<file path="config.mk">
export PLATFORM = sky130hd
export DESIGN_NAME = dds_phase_gen
export DESIGN_NICKNAME = d
export VERILOG_FILES = /design/src/rtl/dds_phase_gen.sv
export SDC_FILE = /design/constraint.sdc
export NUM_CORES = 1
export LEC_CHECK = 0
export CELL_PAD_IN_SITES_DETAIL_PLACEMENT = 0
export CELL_PAD_IN_SITES_GLOBAL_PLACEMENT = 1
export CORE_UTILIZATION = 43
export CTS_CLUSTER_SIZE = 28
export DETAILED_ROUTE_END_ITERATION = 16
export HOLD_SLACK_MARGIN = 0.15
export PLACE_DENSITY_LB_ADDON = 0.1
export REMOVE_ABC_BUFFERS = 1
export SETUP_SLACK_MARGIN = 0.02
export SLEW_MARGIN = 20
export SYNTH_ARGS = -nofsm -noshare
export SYNTH_HDL_FRONTEND = slang
export SYNTH_SLANG_ARGS = --single-unit
</file>
<file path="constraint.sdc">
create_clock -name i_clk -period 6.3 [get_ports i_clk]
set_clock_uncertainty 0.15 [all_clocks]
set_input_delay 1.26 -clock i_clk [delete_from_list [all_inputs] [get_ports i_clk]]
set_output_delay 1.26 -clock i_clk [all_outputs]
set_load 0.01 [all_outputs]
</file>
<file path="src/rtl/dds_phase_gen.sv">
// Phase-accumulator front end of the DDS path: fixed-frequency run, runtime tuning-word
// update, phase offset and linear frequency sweep with a programmable dwell period.
module dds_phase_gen #(
    parameter int ACC_W   = 32,
    parameter int PHASE_W = 10,
    parameter int DWELL_W = 16
) (
    input  logic               i_clk,
    input  logic               i_rst,
    input  logic               i_start,
    input  logic               i_stop,
    input  logic               i_sweep_en,
    input  logic               i_ftw_vld,
    input  logic [ACC_W-1:0]   i_ftw,
    input  logic [PHASE_W-1:0] i_poff,
    input  logic [ACC_W-1:0]   i_ftw_end,
    input  logic [ACC_W-1:0]   i_sweep_step,
    input  logic [DWELL_W-1:0] i_dwell,
    output logic               o_en,
    output logic [PHASE_W-1:0] o_phase,
    output logic               o_busy,
    output logic               o_sweep_done
);

    typedef enum logic [1:0] {
        IDLE  = 2'd0,
        RUN   = 2'd1,
        SWEEP = 2'd2
    } state_t;

    state_t               state;
    state_t               state_next;

    logic [ACC_W-1:0]     acc;
    logic [ACC_W-1:0]     ftw_r;
    logic [ACC_W-1:0]     ftw_cur;
    logic [DWELL_W-1:0]   dwell_cnt;

    logic [PHASE_W-1:0]   poff_r;
    logic [ACC_W-1:0]     ftw_end_r;
    logic [ACC_W-1:0]     step_r;
    logic [DWELL_W-1:0]   dwell_r;

    logic                 start_ok;
    logic                 sweep_eval;
    logic                 sweep_finish;
    logic [ACC_W:0]       sweep_sum;
    logic                 en_next;

    assign start_ok = i_start && !i_stop;

    // NOTE: every signal gets a default before the case so no path leaves it unassigned (no latches).
    always_comb begin
        state_next   = state;
        sweep_eval   = 1'b0;
        sweep_finish = 1'b0;
        // One extra bit so a sweep near the top of the range cannot wrap past ftw_end.
        sweep_sum    = {1'b0, ftw_cur} + {1'b0, step_r};

        case (state)
            IDLE: begin
                if (start_ok) begin
                    state_next = i_sweep_en ? SWEEP : RUN;
                end
            end
            RUN: begin
                if (i_stop) begin
                    state_next = IDLE;
                end
            end
            SWEEP: begin
                if (i_stop) begin
                    state_next = IDLE;
                end else if (dwell_cnt == dwell_r) begin
                    sweep_eval = 1'b1;
                    if (sweep_sum >= {1'b0, ftw_end_r}) begin
                        sweep_finish = 1'b1;
                        state_next   = RUN;
                    end
                end
            end
            default: state_next = IDLE;
        endcase
    end

    assign en_next = (state != IDLE) && !i_stop;

    // NOTE: sequential state uses non-blocking assignments only, so every register sees pre-edge values.
    always_ff @(posedge i_clk) begin
        if (i_rst) begin
            state        <= IDLE;
            acc          <= '0;
            ftw_r        <= '0;
            ftw_cur      <= '0;
            dwell_cnt    <= '0;
            poff_r       <= '0;
            ftw_end_r    <= '0;
            step_r       <= '0;
            dwell_r      <= '0;
            o_en         <= 1'b0;
            o_phase      <= '0;
            o_busy       <= 1'b0;
            o_sweep_done <= 1'b0;
        end else begin
            state  <= state_next;
            o_busy <= (state_next != IDLE);

            if (i_ftw_vld) begin
                ftw_r <= i_ftw;
            end

            case (state)
                IDLE: begin
                    acc       <= '0;
                    dwell_cnt <= '0;
                    if (start_ok) begin
                        // ftw_r, not i_ftw: a load arriving with start only affects later starts.
                        ftw_cur   <= ftw_r;
                        poff_r    <= i_poff;
                        ftw_end_r <= i_ftw_end;
                        step_r    <= i_sweep_step;
                        dwell_r   <= i_dwell;
                    end
                end
                RUN: begin
                    acc <= i_stop ? '0 : acc + ftw_cur;
                    if (i_ftw_vld) begin
                        ftw_cur <= i_ftw;
                    end
                end
                SWEEP: begin
                    if (i_stop) begin
                        acc       <= '0;
                        dwell_cnt <= '0;
                    end else begin
                        acc <= acc + ftw_cur;
                        if (sweep_eval) begin
                            dwell_cnt <= '0;
                            ftw_cur   <= sweep_finish ? ftw_end_r : sweep_sum[ACC_W-1:0];
                        end else begin
                            dwell_cnt <= dwell_cnt + DWELL_W'(1);
                        end
                    end
                end
                default: acc <= '0;
            endcase

            o_en         <= en_next;
            o_phase      <= en_next ? acc[ACC_W-1 -: PHASE_W] + poff_r : '0;
            o_sweep_done <= sweep_finish;
        end
    end

endmodule
</file>
# Word-level counts from Yosys, hierarchy flattened

Cells that the tools add are included.

Flip-flop bits (word level): 217
Bits of input ports: 128
Output and inout port bits: 13

Add/subtract/negate cells: 4
Order comparisons: 1
Equality and inequality tests: 7
Multiplexer cells: 23
Bitwise logic cells: 2
Reduce and logical (&&, ||, !) cells: 13

Operator list:

| operator                                             | count |
|---|---|
| two-way mux 32 bit                                   | 5 |
| one-hot mux 32 bit (3 select lines)                  | 1 |
| adder 32 x 32 -> 33 bit                              | 1 |
| greater-or-equal comparator 33 x 32 -> 1 bit         | 1 |
| adder 32 bit                                         | 1 |
| two-way mux 16 bit                                   | 2 |
| one-hot mux 16 bit (2 select lines)                  | 1 |
| adder 16 x 1 -> 16 bit (second input constant)       | 1 |
| equality test 16 bit                                 | 1 |
| two-way mux 2 bit                                    | 6 |
| adder 10 bit                                         | 1 |
| != test 2 bit (second input constant)                | 4 |
| two-way mux 1 bit                                    | 7 |
| one-hot mux 2 bit (3 select lines)                   | 1 |
| nonzero test 2 bit                                   | 3 |
| AND reduction 5 bit                                  | 1 |
| OR reduction 2 bit                                   | 2 |
| nonzero test 3 bit                                   | 1 |
| OR reduction 3 bit                                   | 1 |
| equality test 2 x 1 -> 1 bit (second input constant) | 1 |
| equality test 2 bit (second input constant)          | 1 |
| logical AND 1 bit                                    | 2 |
| zero test 2 bit                                      | 1 |
| NOT 1 bit                                            | 2 |
| other kinds (2)                                      | 2 |

# Longest topological paths before layout

Word-level depth: 10
Gate-level depth with buffers: 23
Depth with buffers taken out: 20

# Least setup slack after synthesis

Ideal clock, no wire load.

Path kind: register to register
Start point: register ftw_cur[0]
End point: register ftw_cur[27]
Library setup time: 0.117 ns
Data arrival time: 4.524 ns
Data required time: 6.033 ns
Slack: 1.509 ns
Stages on the path, launching flop included: 22
Path buffers: 2
Clock period less this slack: 4.791 ns
Cell sequence: dfxtp_1 -> ha_1 -> inv_1 -> fa_1 -> nor2b_1 -> o2111ai_1 -> a21boi_1 -> a211oi_2 -> o21ba_2 -> buf_4 -> o311a_1 -> nor3_1 -> ha_1 -> o21a_1 -> o21ai_0 -> a21oi_1 -> nor4_1 -> a311oi_1 -> or2_1 -> buf_4 -> a221o_1 -> a32o_1

Word-level cells in the longest chain between the ends: 10

Ends and longest elaborated chain:

| what                                         | line | text |
|---|---|---|
| start, declared                              | 36   | `logic [ACC_W-1:0] ftw_cur;` |
| start signal, assigned                       | 118  | `ftw_cur <= ftw_r;` |
| start signal, assigned                       | 128  | `ftw_cur <= i_ftw;` |
| start signal, assigned                       | 139  | `ftw_cur <= sweep_finish ? ftw_end_r : sweep_sum[ACC_W-1:0];` |
| adder 32 x 32 -> 33 bit (*)                  | 58   | `sweep_sum = {1'b0, ftw_cur} + {1'b0, step_r};` |
| greater-or-equal comparator 33 x 32 -> 1 bit | 76   | `if (sweep_sum >= {1'b0, ftw_end_r}) begin` |
| two-way mux 1 bit                            | 76   |  |
| two-way mux 1 bit                            | 74   | `end else if (dwell_cnt == dwell_r) begin` |
| two-way mux 1 bit                            | 72   | `if (i_stop) begin` |
| two-way mux 1 bit                            | 60   | `case (state)` |
| two-way mux 32 bit (*)                       | 139  |  |
| two-way mux 32 bit (*)                       | 137  | `if (sweep_eval) begin` |
| two-way mux 32 bit (*)                       | 132  | `if (i_stop) begin` |
| one-hot mux 32 bit (3 select lines) (*)      | 112  | `case (state)` |

Every way passes the cells marked *; elsewhere a longest branch is shown, timed or not. The select of a mux whose other input is x is not followed.
A chain may end at the register's enable or synchronous reset.

# Worst setup path in the final report

Start point: register ftw_cur[0]
End point: register ftw_cur[16]

Same word-level chain as after synthesis.

==> flow_summary.yaml <==
global_routing:
  grt_use_total_pct: 24.6
  antenna_found_initial: 0
  grt_pass1_vias: 11400
  top_usage_layer: "met2"
  grt_pass1_wl_um: 60300
  use_met2_pct: 37.7
  grt_util_met1_pct: 35.0
  use_met3_pct: 3.96
  grt_max_degree: 91
  grt_overflow_total: 0
cts:
  clkSinkCount: 217
  clock_latency_ns: 0.53
  cts_root_buf: "clkbuf_16"
  postCtsSetupRepairBufs: 0
  clockBufferDepth: 3
  cts-resized-gates: 0
  clk_pin_slew_ns: 0.06
  cts_hold_buffers: 0
  cts_htree_levels: 1
  cts_made_buffers: 26
  cts_tree: "done"
worst_setup_path:
  start_kind: "flop"
  timing.rr.end: "ftw_cur[16]$_SDFFE_PP0P_"
  critPathMaxFanout: 16
  crit_required_ns: 6.60
  crit_type: "reg -> reg"
  r2r-start: "ftw_cur[0]$_SDFFE_PP0P_"
  cp-startpoint: "ftw_cur[0]$_SDFFE_PP0P_"
  r2r_cells: 21
  cp-endpoint: "ftw_cur[16]$_SDFFE_PP0P_"
  arrival_ns: 5.93
  r2r_slack_ns: 0.66
  end_kind: "flop"
sta:
  timing.hold.ws_ns: 0.308
  tns_ns: 0
  period_minus_slack_ns: 5.64
  fin_crit_sh_pct: 89.4
  finalHoldViolations: 0
  setup_violations: 0
  rsz0062_at_grt: "no"
  clock.fmax_mhz: 177
  worst_pin_slew_ns: 0.969
  relSlewSlack_pct: 35.4
  final_max_slew_viol_count: 0
synth:
  synth_seq_area_share_pct: 34.0
  synth-seq-cells: 217
  yosys.cell_types.count: 76
  async_flop_share_pct: 0
  synth_area_sq_um: 12800
  synth_top_area_share_pct: 34.0
  synth_edf_count: 0
  synth_top_cell_by_area: "dfxtp_1"
  ys.flop_type: "dfxtp_1"
  syn-instance-count: 1620
  avgSynthCellArea_sq_um: 7.89
  synth_area_leaders: "dfxtp_1 (34%), ha_1 (11%), nand2_1 (8.5%)"
  yosysWarningCount: 0
final_layout:
  fin_nets: 1961
  seq_area_sq_um: 4340
  layout_common_cells: "nand2_1 (288), dfxtp_1 (217), a21oi_1 (193)"
  nFillCells: 2832
  antennaDiodeCount: 0
  multi_input_area_sq_um: 7890
  layout_commonest_cell: "nand2_1"
  drive_above_1_share_pct: 4.66
  area_growth_pct: 19.9
floorplanning:
  ios: 141
  start_util_pct: 44.1
  design.die.area_sq_um: 30400
  die_y_um: 174
  die_x_um: 174
  row_count: 62
  coreArea_sq_um: 29000
drt:
  wl_um: 37300
  ant_nets: 0
  via_per_inst: 5.58
  avgRoutedWirePerCell_um: 17.6
  vias: 11800
  drc: 0
  first_pass_iters: 5
  drt_iter0_drc: 699
pwr:
  p_per_area_nw_per_um2: 234
  vdd_ir_drop_max_mv: 0.182
  total_power_mw: 3.58
  power.leakage_nw: 6.22
hold_path:
  hold_class: "reg -> reg"
run_status:
  status: "complete, no violations"
job:
  cap_violations: 0
placement:
  gp_congestion: 0.876
  placement.io_buffers: 140
  dp_hpwl_um: 26400
[how the worst min path moves through the flow]
stage,from,endpoint,depth (start not counted)
after floorplan,ftw_end_r[12]$_SDFFE_PP0P_,ftw_end_r[12]$_SDFFE_PP0P_,2
after global placement,ftw_end_r[12]$_SDFFE_PP0P_,ftw_end_r[12]$_SDFFE_PP0P_,2
after detailed placement,ftw_end_r[12]$_SDFFE_PP0P_,ftw_end_r[12]$_SDFFE_PP0P_,2
after CTS,ftw_end_r[31]$_SDFFE_PP0P_,ftw_end_r[31]$_SDFFE_PP0P_,2
after global routing,step_r[0]$_SDFFE_PP0P_,step_r[0]$_SDFFE_PP0P_,2
final,ftw_end_r[31]$_SDFFE_PP0P_,ftw_end_r[31]$_SDFFE_PP0P_,2
[where the power goes]
part | leakage (nW) | switching [mW] | internal, mW
sequential | 1.77 | 0.0466 | 1.43
combinational | 4.02 | 0.315 | 0.243
clock | 0.431 | 0.590 | 0.960
total | 6.22 | 0.951 | 2.63
[cells by family (layout without fill, tap and decap cells)]
group,count (synthesis),in the layout,synth area share [%]
flops,217,217,34.0
xor+xnor,68,68,4.66
fa+ha+maj,112,112,11.1
mux,36,36,2.90
compound gates,448,448,22.2
simple gates,596,596,20.7
buf+inv,143,261,4.39
[worst max-delay path, stage by stage, from the launching register on]
cell       delay (ns)
dfxtp_1          0.35
ha_1             0.21
inv_1            0.07
fa_1             0.41
nor2b_1          0.17
o2111ai_1        0.16
a21boi_1         0.41
a211oi_2         0.19
o21ba_2          0.33
o21ai_0          0.23
xor2_1           0.23
ha_1             0.28
nand4_1          0.15
nor4_1           0.11
a22oi_1          0.15
nand2_1          0.07
o41ai_1          0.43
a311oi_1         0.15
buf_4            0.21
nor2_4           0.51
mux2_4           0.35
a311oi_2         0.22
[per-layer routing]
layer  part of all wire (%)  vias to the layer above
li1                       -                     5953
met1                     48                     5477
met2                     42                      337
met3                    6.3                       73
met4                    3.1                        0
met5                      0                        -
[synthesized netlist by cell type (10+ instances only)]
| master | count |
|---|---|
| o21ai_0 | 72 |
| a211oi_1 | 24 |
| nand2b_1 | 13 |
| a21oi_1 | 193 |
| dfxtp_1 | 217 |
| nor2_1 | 127 |
| ha_1 | 109 |
| nor2b_1 | 13 |
| nand4_1 | 15 |
| xor2_1 | 38 |
| nor4_1 | 12 |
| a311oi_1 | 16 |
| nand3_1 | 35 |
| and2_1 | 10 |
| nor3_1 | 32 |
| or3_1 | 15 |
| a31oi_1 | 15 |
| mux2i_1 | 34 |
| xnor2_1 | 30 |
| nand2_1 | 289 |
| inv_1 | 62 |
| a21o_1 | 28 |
| clkbuf_1 | 63 |
[stage by stage]
step           setup slack (ns)  area [sq um]  std cells  util (%)
3_5_place_dp              0.748         14400       2077      49.8
3_3_place_gp              0.928         14400       2077      49.8
5_1_grt                   0.194         15300       2122      52.8
2_1_floorplan             0.752         12500       1541         -
6_report                  0.665         15300       2122      52.8
4_1_cts                   0.714         15300       2122      52.8
[area by class of cell]
class / instances / area share, %
clock buffers: 38 / 5.00
repair buffers: 152 / 9.70
flip-flops and latches: 217 / 28.3
multi-input cells: 1260 / 51.5
inverters: 64 / 1.57
clock inverters: 7 / 0.759
well taps: 384 / 3.13
[registers in the layout, indices dropped and copies added (netlist names)]
signal and flops:
acc 32, dwell_cnt 16, dwell_r 16, ftw_cur 32, ftw_end_r 32, ftw_r 32
o_busy 1, o_en 1, o_phase 10, o_sweep_done 1, poff_r 10, state 2
step_r 32
No activity file was read; power rests on OpenSTA's default activity.
